===== src/rtl/rf_wb_queue.sv =====
// Register-file write queue: merges WB and mult/div writes in order,
// drains one per cycle, and forwards pending values to decode lookups.
//
// Ports:
//   clk, rst             clock; async active-high reset
//   pipe_wr_*, wb_stall  WB stage write request and back-pressure
//   md_wr_*, md_wr_ready MD unit write handshake
//   rf_hold              freeze draining
//   rf_A3/rf_WD/rf_RFWr  register-file write port
//   q_A*/q_hit*/q_data*  lookup of pending writes
//   count                number of queued entries
module rf_wb_queue #(
  parameter int DEPTH = 4,
  parameter int AW    = 2
) (
  input  logic          clk,
  input  logic          rst,
  input  logic          pipe_wr_valid,
  input  logic [4:0]    pipe_wr_addr,
  input  logic [31:0]   pipe_wr_data,
  output logic          wb_stall,
  input  logic          md_wr_valid,
  input  logic [4:0]    md_wr_addr,
  input  logic [31:0]   md_wr_data,
  output logic          md_wr_ready,
  input  logic          rf_hold,
  output logic [4:0]    rf_A3,
  output logic [31:0]   rf_WD,
  output logic          rf_RFWr,
  input  logic [4:0]    q_A1,
  output logic          q_hit1,
  output logic [31:0]   q_data1,
  input  logic [4:0]    q_A2,
  output logic          q_hit2,
  output logic [31:0]   q_data2,
  output logic [AW:0]   count
);

  typedef struct packed {
    logic [4:0]  addr;
    logic [31:0] data;
  } ent_t;

  localparam logic [AW:0] DEPTH_C = (AW+1)'(DEPTH);

  ent_t          mem [DEPTH];
  logic [AW-1:0] head;
  logic [AW-1:0] tail;
  logic [AW-1:0] md_slot;
  logic [AW-1:0] idx;
  logic [AW:0]   free;
  logic          drain;
  logic          pipe_take;
  logic          pipe_enq;
  logic          md_take;
  logic          md_enq;

  assign drain = (count != '0) && !rf_hold;
  assign free  = DEPTH_C - count + (AW+1)'(drain);

  assign wb_stall  = (free == '0);
  assign pipe_take = pipe_wr_valid && !wb_stall;
  // r0 writes complete the handshake but never occupy a slot
  assign pipe_enq  = pipe_take && (pipe_wr_addr != 5'd0);

  assign md_wr_ready = free > (AW+1)'(pipe_enq);
  assign md_take     = md_wr_valid && md_wr_ready;
  assign md_enq      = md_take && (md_wr_addr != 5'd0);

  // pipe entry is older when both enqueue together
  assign md_slot = tail + AW'(pipe_enq);

  assign rf_RFWr = drain;
  assign rf_A3   = (count == '0) ? 5'd0  : mem[head].addr;
  assign rf_WD   = (count == '0) ? 32'd0 : mem[head].data;

  // scan oldest to youngest so the youngest match wins
  always_comb begin
    q_hit1  = 1'b0;
    q_data1 = 32'd0;
    q_hit2  = 1'b0;
    q_data2 = 32'd0;
    idx     = head;
    for (int i = 0; i < DEPTH; i++) begin
      idx = head + AW'(i);
      if ((AW+1)'(i) < count) begin
        if (q_A1 != 5'd0 &&
            mem[idx].addr == q_A1) begin
          q_hit1  = 1'b1;
          q_data1 = mem[idx].data;
        end
        if (q_A2 != 5'd0 &&
            mem[idx].addr == q_A2) begin
          q_hit2  = 1'b1;
          q_data2 = mem[idx].data;
        end
      end
    end
  end

  always_ff @(posedge clk or posedge rst) begin
    if (rst) begin
      head  <= '0;
      tail  <= '0;
      count <= '0;
    end else begin
      if (drain)
        head <= head + AW'(1);
      tail  <= tail + AW'(pipe_enq)
                    + AW'(md_enq);
      count <= count + (AW+1)'(pipe_enq)
                     + (AW+1)'(md_enq)
                     - (AW+1)'(drain);
    end
  end

  // storage needs no reset; count qualifies validity
  always_ff @(posedge clk) begin
    if (pipe_enq)
      mem[tail] <= '{pipe_wr_addr, pipe_wr_data};
    if (md_enq)
      mem[md_slot] <= '{md_wr_addr, md_wr_data};
  end

endmodule


===== config.mk =====
export PLATFORM = sky130hd
export DESIGN_NAME = rf_wb_queue
export DESIGN_NICKNAME = d
export VERILOG_FILES = /design/src/rtl/rf_wb_queue.sv
export SDC_FILE = /design/constraint.sdc
export NUM_CORES = 1
export LEC_CHECK = 0
export CORE_MARGIN = 4
export CORE_UTILIZATION = 48
export CTS_CLUSTER_DIAMETER = 30
export CTS_CLUSTER_SIZE = 20
export DETAILED_ROUTE_END_ITERATION = 8
export PLACE_DENSITY_LB_ADDON = 0.25
export SYNTH_ARGS = -nofsm -noshare
export SYNTH_HDL_FRONTEND = slang
export SYNTH_SLANG_ARGS = --single-unit
export TNS_END_PERCENT = 20

===== constraint.sdc =====
create_clock -name clk -period 12.85 [get_ports clk]
set_input_delay 2.57 -clock clk [delete_from_list [all_inputs] [get_ports clk]]
set_output_delay 2.57 -clock clk [all_outputs]
set_load 0.005 [all_outputs]

==> results of run 1 <==
-- cells in the mapped netlist (15+ instances only) --
master / n / area, sq um
inv_1: 45 / 169
a31oi_1: 33 / 206
a21o_1: 33 / 248
mux4_2: 15 / 338
or2_2: 19 / 119
mux2_2: 242 / 2730
mux2i_1: 115 / 1150
a211oi_1: 34 / 255
a311oi_1: 32 / 280
o21ai_0: 65 / 325
nand3_1: 34 / 170
o21ai_1: 31 / 155
clkbuf_1: 65 / 244
xor2_1: 17 / 149
o211ai_1: 32 / 240
xnor2_1: 29 / 254
nor2_1: 131 / 492
buf_2: 38 / 190
edfxtp_1: 148 / 4440
nand2_1: 101 / 379
-- critical path, stage by stage --
cell and delay, ps:
clkdlybuf4s50_1 730, xnor2_1 130, or3_4 390, a2111oi_4 1200, buf_4 430, a311oi_1 130
o21ai_1 290, clkdlybuf4s50_1 560
-- state kept, by name, summed over array words and instances (netlist names) --
register  count
head          2
tail          2
count         3
mem         148
-- metrics by stage --
stage,util,hold slack (ps)
3_5_place_dp,0.562,782
3_3_place_gp,0.562,751
4_1_cts,0.582,795
6_report,0.582,812
5_1_grt,0.582,825
2_1_floorplan,-,667
-- per-layer routing --
| layer | up-vias | routed length (um) |
|---|---|---|
| met1 | 5715 | 18800 |
| met2 | 682 | 20000 |
| li1 | 5360 | - |
| met4 | 0 | 1260 |
| met3 | 94 | 3720 |
| met5 | - | 0 |
-- cell type report --
class,count,area share
clock inverters,15,0.00875
repair buffers,218,0.131
multi-input cells,1052,0.511
diodes,2,0.000307
inverters,46,0.0107
well taps,378,0.0290
flip-flops and latches,155,0.284
clock buffers,17,0.0261
-- power groups by stage --
stage	Clock (W)	Combinational, W	Sequential (W)
after floorplan	0	0.00209	0.000993
after global placement	0	0.00311	0.00107
after detailed placement	0	0.00315	0.00109
after CTS	0.000496	0.00317	0.00108
after global routing	0.000523	0.00345	0.00112
final	0.000495	0.00320	0.00109
-- cells by family after synthesis --
family	share of synthesized area
flops	0.337
mux	0.309
buf+inv	0.0596
fa+ha+maj	0.0102
compound gates	0.147
xor+xnor	0.0294
simple gates	0.108
-- worst paths after layout --
path	startpoint	to	slack (ps)	depth (start not counted)
setup / recovery	q_A2[0]	q_data2[12]	3850	8
hold / removal	tail[1]$_DFF_PP0_	tail[1]$_DFF_PP0_	810	2
setup reg to reg	count[0]$_DFF_PP0_	mem[0][5]$_DFFE_PP_	8200	17
hold reg to reg	tail[1]$_DFF_PP0_	tail[1]$_DFF_PP0_	810	2
max in group asynchronous	rst	head[1]$_DFFE_PP0P_	10180	2
min in group asynchronous	rst	count[1]$_DFF_PP0_	2390	2
==> results.sh, run 1 <==
export IMPL_outcome="finished clean"
export IMPL_clockRootBuffer="clkbuf_16"
export IMPL_dp_hpwl_um=27500
export IMPL_internal_power_w=0.00260
export IMPL_seqPwrFrac=0.227
export IMPL_power_density_nw_per_um2=293
export IMPL_core_area_sq_um=28000
export IMPL_postCtsSetupBuffers=0
export IMPL_dieHeight_um=177
export IMPL_hold_path_class="flop to flop"
export IMPL_clock_path_buffers=2
export IMPL_num_io_pins=198
export IMPL_grtUsageTotal=0.273
export IMPL_fillers=2381
export IMPL_clockPowerShare=0.103
export IMPL_grt_busiest_layer="met2"
export IMPL_seq_area_sq_um=4630
export IMPL_ctsHtreeMaxLevel=4
export IMPL_synthCells=1383
export IMPL_ys_ff_latch=155
export IMPL_setup_worst_path_end_class="output pin"
export IMPL_cts_made_buffers=17
export IMPL_ys_seq_area_frac=0.337
export IMPL_synth_top_flop_cell="edfxtp_1"
export IMPL_final_common_cell="mux2_2"
export IMPL_fin_skew_ps=19.0
export IMPL_routed_via_density=6.29
export IMPL_dp_slack_ps=3920
export IMPL_setup_violations=0
export IMPL_max_freq_mhz=111
export IMPL_setup_tns_ps=0
export IMPL_power_w=0.00478
export IMPL_grt_pass1_wl_um=66800
export IMPL_cp_data_required_time_ps=10280
export IMPL_worst_pin_slew_ps=1360
export IMPL_arrival_ps=6430
export IMPL_initial_core_util=0.489
export IMPL_p_sw_w=0.00219
export IMPL_ir_worst_vdd_uv=154
export IMPL_drt_initial_drc_count=1402
export IMPL_drive_above_1_share=0.240
export IMPL_dp_cells=1849
export IMPL_port_buffers=197
export IMPL_syn_cell_area_sq_um=13700
export IMPL_met3_usage=0.0449
export IMPL_grt_setup_unrepaired="false"
export IMPL_postLayoutCellArea_sq_um=16300
export IMPL_die_w_um=177
export IMPL_cts_tree="yes"
export IMPL_p_leak_nw=5.90
export IMPL_avgSynthCellArea_sq_um=9.91
export IMPL_mostFrequentLayoutCells="242 x mux2_2, 197 x clkdlybuf4s50_1, 148 x edfxtp_1"
export IMPL_wirelength_um=43800
export IMPL_fin_cells=1883
export IMPL_die_area_sq_um=31300
export IMPL_placed_area_sq_um=15700
export IMPL_grt_max_degree=96
export IMPL_drt_pass1_iter_count=6
export IMPL_critPathKind="input pin to output pin"
export IMPL_yosys_warnings=0
export IMPL_wire_per_inst_um=23.3
export IMPL_synth_edf_count=148
export IMPL_swShare=0.457
export IMPL_multi_input_area_sq_um=8330
export IMPL_drtAntennaViolNets=0
export IMPL_met2_usage=0.432
export IMPL_layout_setup_ws_ps=3850
export IMPL_layout_worst_path_cycle_share=0.701
export IMPL_num_rows=61
export IMPL_cts_sinks=155
export IMPL_syn_nets=1482
export IMPL_finalHoldViolations=0
export IMPL_finalMaxSlewViolations=0
export IMPL_max_slew_margin_rel=0.0903
export IMPL_antenna_found_initial=2
export IMPL_hold_buffers=0
export IMPL_grt_pass1_vias=11600
export IMPL_clkTransAtPathRegs_ps=60
export IMPL_routabilityCongestion=0.899
export IMPL_syn_to_final_growth_pct=19.0
export IMPL_worstSetupStartpointType="input pin"
export IMPL_cts_resized=0
export IMPL_vias=11900
export IMPL_p_comb_frac=0.669
export IMPL_route_detailed_drc=0
export IMPL_clock_latency_ps=440
export IMPL_period_needed_ps=9000
export IMPL_ys_types=57
export IMPL_met1_usage=0.380
export IMPL_maxCapViolCount=0
export IMPL_synthArstFlopShare=0.0452
export IMPL_fin_nets=1589
export IMPL_grt_overflow=0
export IMPL_crit_fanout=17
Note: power is estimated with default switching activity, not from simulation.
==> inputs of run 2 (changes only) <==
==> constraint.sdc (replaced) <==
create_clock -name clk -period 8.6 [get_ports clk]
set_input_delay 1.72 -clock clk [delete_from_list [all_inputs] [get_ports clk]]
set_output_delay 1.72 -clock clk [all_outputs]
set_load 0.005 [all_outputs]
==> run 2 against run 1 <==
Against the previous run: critical path depth unchanged; combinational power rose by 49%; setup slack got worse by 2400 ps; largest cell class unchanged; critical endpoint is now q_data2[22]; critical path type unchanged.
==> results.sh, run 2 (synthesized netlist as in run 1, its figures left out) <==
export IMPL_outcome="finished clean"
export IMPL_p_sw_w=0.00326
export IMPL_worst_pin_slew_ps=1060
export IMPL_core_area_sq_um=28000
export IMPL_wl_met2_um=19900
export IMPL_port_buffers=197
export IMPL_drt_initial_drc_count=1150
export IMPL_maxCapViolCount=0
export IMPL_hold_buffers=0
export IMPL_postLayoutCellArea_sq_um=16300
export IMPL_max_slew_margin_rel=0.294
export IMPL_cts_resized=0
export IMPL_grt_setup_unrepaired="false"
export IMPL_dieHeight_um=177
export IMPL_largest_register="mem"
export IMPL_wire_per_inst_um=22.9
export IMPL_min_path_cells=2
export IMPL_grt_pass1_vias=11600
export IMPL_dp_hpwl_um=26900
export IMPL_r2r_end="mem[2][0]$_DFFE_PP_"
export IMPL_grt_max_degree=85
export IMPL_grt_pass1_wl_um=65900
export IMPL_r2r_cells=17
export IMPL_vias=11800
export IMPL_initial_core_util=0.489
export IMPL_largest_register_ffs=148
export IMPL_clockPowerShare=0.106
export IMPL_top_layer="met4"
export IMPL_antenna_found_initial=0
export IMPL_internal_power_w=0.00393
export IMPL_cts_made_buffers=17
export IMPL_num_io_pins=198
export IMPL_fin_nets=1589
export IMPL_crit_top_cell="clkdlybuf4s50_1"
export IMPL_die_area_sq_um=31300
export IMPL_die_w_um=177
export IMPL_arrival_ps=5400
export IMPL_seqPwrFrac=0.228
export IMPL_critPathKind="input pin to output pin"
export IMPL_crit_chain="clkdlybuf4s50_1, nor3_1, a211o_1, a221o_2, a21o_4, a311oi_1, o31ai_1, clkdlybuf4s50_1"
export IMPL_power_density_nw_per_um2=440
export IMPL_worstHoldEndpoint="tail[1]$_DFF_PP0_"
export IMPL_p_comb_frac=0.666
export IMPL_p_leak_nw=5.90
export IMPL_finalMaxSlewViolations=0
export IMPL_routed_via_density=6.26
export IMPL_dp_slack_ps=1570
export IMPL_placed_area_sq_um=15700
export IMPL_drive_above_1_share=0.240
export IMPL_layout_worst_path_cycle_share=0.828
export IMPL_ir_worst_vdd_uv=280
export IMPL_cts_sinks=155
export IMPL_reg_top3="mem x148, count x3"
export IMPL_clkTransAtPathRegs_ps=60
export IMPL_layout_setup_ws_ps=1480
export IMPL_num_rows=61
export IMPL_finalHoldViolations=0
export IMPL_period_needed_ps=7120
export IMPL_cp_data_required_time_ps=6880
export IMPL_crit_fanout=33
export IMPL_postCtsSetupBuffers=0
export IMPL_final_common_cell="mux2_2"
export IMPL_clock_latency_ps=430
export IMPL_swShare=0.453
export IMPL_drt_pass1_iter_count=5
export IMPL_met3RoutedLength_um=4030
export IMPL_grt_overflow=0
export IMPL_max_freq_mhz=140
export IMPL_hold_path_class="flop to flop"
export IMPL_setup_violations=0
export IMPL_setup_tns_ps=0
export IMPL_critPathMaxStageDelay_ps=720
export IMPL_route_detailed_drc=0
export IMPL_drtAntennaViolNets=0
export IMPL_reg2reg_from="count[0]$_DFF_PP0_"
export IMPL_routedLengthMet1_um=17600
export IMPL_r2r_slack_ps=3820
export IMPL_fillers=2437
export IMPL_wirelength_um=43000
export IMPL_syn_to_final_growth_pct=19.0
export IMPL_diodes=0
export IMPL_setup_worst_path_end_class="output pin"
export IMPL_cp_slowest_cell="a221o_2"
export IMPL_clockRootBuffer="clkbuf_16"
export IMPL_clock_path_buffers=2
export IMPL_fin_skew_ps=9.66
export IMPL_mostFrequentLayoutCells="242 x mux2_2, 197 x clkdlybuf4s50_1, 148 x edfxtp_1"
export IMPL_ctsHtreeMaxLevel=4
export IMPL_routabilityCongestion=0.900
export IMPL_min_from="tail[1]$_DFF_PP0_"
export IMPL_cts_tree="yes"
export IMPL_worstSetupStartpointType="input pin"
export IMPL_grtUsageTotal=0.270
-- run 2: cell type report --
cell class	instances	area [sq um]	area share
Clock buffer	18	429	0.0263
Clock inverter	13	153	0.00935
Inverter	46	175	0.0107
Multi-Input combinational cell	1052	8330	0.511
Sequential cell	155	4630	0.284
Tap cell	378	473	0.0290
Timing Repair Buffer	218	2130	0.131
-- run 2: worst max path at each step --
stage,startpoint,endpoint
after floorplan,rf_hold,mem[1][0]$_DFFE_PP_
after global placement,q_A2[0],q_data2[12]
after detailed placement,q_A2[0],q_data2[12]
after CTS,q_A2[0],q_data2[12]
after global routing,q_A2[0],q_data2[7]
final,q_A2[1],q_data2[22]
-- run 2: worst max-delay path, delay by kind of cell --
| kind | cells | cell delay, ps |
|---|---|---|
| AO/OA/AOI/OAI | 5 | 2020 |
| AND/OR/NAND/NOR | 1 | 450 |
| buffers and inverters | 2 | 1190 |
-- run 2: power groups by stage --
stage	registers [W]	logic (W)	clock network, W
after floorplan	0.00148	0.00313	0
after global placement	0.00162	0.00465	0
after detailed placement	0.00165	0.00470	0
after CTS	0.00164	0.00474	0.000764
after global routing	0.00170	0.00513	0.000798
final	0.00164	0.00478	0.000762
-- run 2: per-layer routing --
| layer | vias up | global-route usage |
|---|---|---|
| li1 | 5351 | - |
| met3 | 107 | 0.0440 |
| met5 | - | 0 |
| met2 | 688 | 0.434 |
| met1 | 5632 | 0.367 |
| met4 | 0 | 0.102 |
-- run 2: through the flow --
| step | cells | hold WS (ps) | util | total power, W |
|---|---|---|---|---|
| floorplan | 1383 | 667 | - | 0.00461 |
| CTS | 1880 | 800 | 0.583 | 0.00715 |
| global placement | 1849 | 746 | 0.562 | 0.00627 |
| global route | 1880 | 828 | 0.583 | 0.00763 |
| finish | 1880 | 800 | 0.583 | 0.00718 |
| detailed placement | 1849 | 782 | 0.562 | 0.00636 |
==> inputs of run 3 (changes only) <==
==> constraint.sdc (replaced) <==
create_clock -name clk -period 7.29 [get_ports clk]
set_input_delay 1.458 -clock clk [delete_from_list [all_inputs] [get_ports clk]]
set_output_delay 1.458 -clock clk [all_outputs]
set_load 0.005 [all_outputs]
==> run 3 against run 2 <==
Against the previous run: combinational power grew 19%; cell area grew 1.2%; critical path type unchanged; via count grew 0.31%; sequential power grew 17%; core utilization grew 0.69 points; final cell count grew 0.96%; register-to-register slack lost 1600 ps; non-clock buffer count grew 17.
==> results.sh, run 3 (synthesized netlist as in run 1, its figures left out) <==
export IMPL_outcome="finished clean"
export IMPL_postCtsSetupBuffers=0
export IMPL_wirelength_um=42800
export IMPL_route_detailed_drc=0
export IMPL_crit_top_cell="clkdlybuf4s50_1"
export IMPL_dp_hpwl_um=28300
export IMPL_fin_util=0.589
export IMPL_drive_above_1_share=0.249
export IMPL_met3_usage=0.0457
export IMPL_p_leak_nw=6.01
export IMPL_cp_data_required_time_ps=5830
export IMPL_fin_cells=1898
export IMPL_fin_skew_ps=12.3
export IMPL_worstSetupStartpointType="input pin"
export IMPL_clock_path_buffers=2
export IMPL_core_area_sq_um=28000
export IMPL_mostFrequentLayoutCells="242 x mux2_2, 197 x clkdlybuf4s50_1, 148 x edfxtp_1"
export IMPL_setup_tns_ps=0
export IMPL_grt_max_degree=78
export IMPL_dp_cells=1866
export IMPL_port_buffers=197
export IMPL_max_slew_margin_rel=0.205
export IMPL_grtUsageTotal=0.268
export IMPL_met2_usage=0.436
export IMPL_max_freq_mhz=156
export IMPL_vias=11800
export IMPL_hold_buffers=0
export IMPL_power_density_nw_per_um2=519
export IMPL_routabilityCongestion=0.890
export IMPL_critPathKind="input pin to output pin"
export IMPL_drtAntennaViolNets=0
export IMPL_fillers=2367
export IMPL_worst_pin_slew_ps=1190
export IMPL_drt_initial_drc_count=1250
export IMPL_final_common_cell="mux2_2"
export IMPL_wire_per_inst_um=22.6
export IMPL_setup_violations=0
export IMPL_period_needed_ps=6400
export IMPL_grt_overflow=0
export IMPL_finalHoldViolations=0
export IMPL_clockRootBuffer="clkbuf_16"
export IMPL_cts_sinks=155
export IMPL_antenna_found_initial=0
export IMPL_hold_path_class="flop to flop"
export IMPL_grt_busiest_layer="met2"
export IMPL_cts_tree="yes"
export IMPL_reg_top3="mem x148, count x3"
export IMPL_grt_setup_unrepaired="false"
export IMPL_ctsHtreeMaxLevel=4
export IMPL_largest_register="mem"
export IMPL_grt_pass1_wl_um=65700
export IMPL_met1_usage=0.360
export IMPL_layout_worst_path_cycle_share=0.878
export IMPL_layout_setup_ws_ps=893
export IMPL_grt_pass1_vias=11800
export IMPL_cts_made_buffers=17
export IMPL_initial_core_util=0.489
export IMPL_clkTransAtPathRegs_ps=60
export IMPL_fin_nets=1606
export IMPL_die_area_sq_um=31300
export IMPL_critPathMaxStageDelay_ps=990
export IMPL_syn_to_final_growth_pct=20.4
export IMPL_cts_resized=0
export IMPL_setup_worst_path_end_class="output pin"
export IMPL_ir_worst_vdd_uv=259
export IMPL_dp_slack_ps=983
export IMPL_crit_chain="clkdlybuf4s50_1, xnor2_1, nor3_1, o211ai_4, buf_4, nand3_1, a31oi_1, clkdlybuf4s50_1"
export IMPL_clock_latency_ps=430
export IMPL_die_w_um=177
export IMPL_crit_fanout=43
export IMPL_cp_slowest_cell="o211ai_4"
export IMPL_finalMaxSlewViolations=0
export IMPL_dieHeight_um=177
export IMPL_drt_pass1_iter_count=6
export IMPL_routed_via_density=6.22
export IMPL_num_rows=61
export IMPL_arrival_ps=4940
export IMPL_largest_register_ffs=148
export IMPL_maxCapViolCount=0
export IMPL_num_io_pins=198
==> run 3: cell types whose count changed in the layout (fill, tap and decap cells not counted), sizes merged <==
cell | previous run | this run
diode | 0 | 1
bufinv | 3 | 4
clkinv | 5 | 3
inv | 46 | 49
buf | 21 | 38
clkbuf | 18 | 17
clkinvlp | 5 | 4
==> run 3: final timing paths <==
check                                   startpoint              endpoint  cells past startpoint  slack [ps]
worst max-delay path                       q_A1[4]           q_data1[22]                      8         890
worst min-delay path             tail[1]$_DFF_PP0_     tail[1]$_DFF_PP0_                      2         780
worst max register to register  count[0]$_DFF_PP0_  mem[2][12]$_DFFE_PP_                     20        2240
worst min register to register   tail[1]$_DFF_PP0_     tail[1]$_DFF_PP0_                      2         780
max in group asynchronous                      rst   head[0]$_DFFE_PP0P_                      2        5720
min in group asynchronous                      rst    count[1]$_DFF_PP0_                      2        1290
==> run 3: worst max-delay path: cells and delay by family <==
family                 cells  cell delay [ps]
XOR/XNOR                   1              320
buffers and inverters      3             1600
AO/OA/AOI/OAI              2             1320
AND/OR/NAND/NOR            2              220
==> run 3: final cells by class <==
type | instances | area [sq um] | area share
multi-input cells | 1052 | 8330 | 0.505
flip-flops and latches | 155 | 4630 | 0.280
repair buffers | 235 | 2280 | 0.138
well taps | 378 | 473 | 0.0286
clock buffers | 17 | 425 | 0.0258
clock inverters | 14 | 195 | 0.0118
inverters | 46 | 175 | 0.0106
diodes | 1 | 2.50 | 0.000152
==> run 3: where the power goes <==
part           leakage [nW]  internal, W  total (W)  switching, W
clock                 0.292     0.000574   0.000954      0.000380
sequential             1.46      0.00159    0.00192      0.000328
combinational          4.26      0.00256    0.00570       0.00314
total                  6.01      0.00473    0.00858       0.00385
==> run 3: stage by stage <==
stage	area [sq um]	hold slack [ps]	total power, W
4_1_cts	16500	778	0.00854
3_5_place_dp	15900	740	0.00755
5_1_grt	16500	835	0.00910
3_3_place_gp	15900	738	0.00744
6_report	16500	780	0.00858
2_1_floorplan	13700	667	0.00544
==> run 3: per-layer routing <==
metal,part of all wire,wire length (um)
met1,0.41,17700
met2,0.47,20100
met3,0.088,3790
met4,0.030,1290
met5,0,0
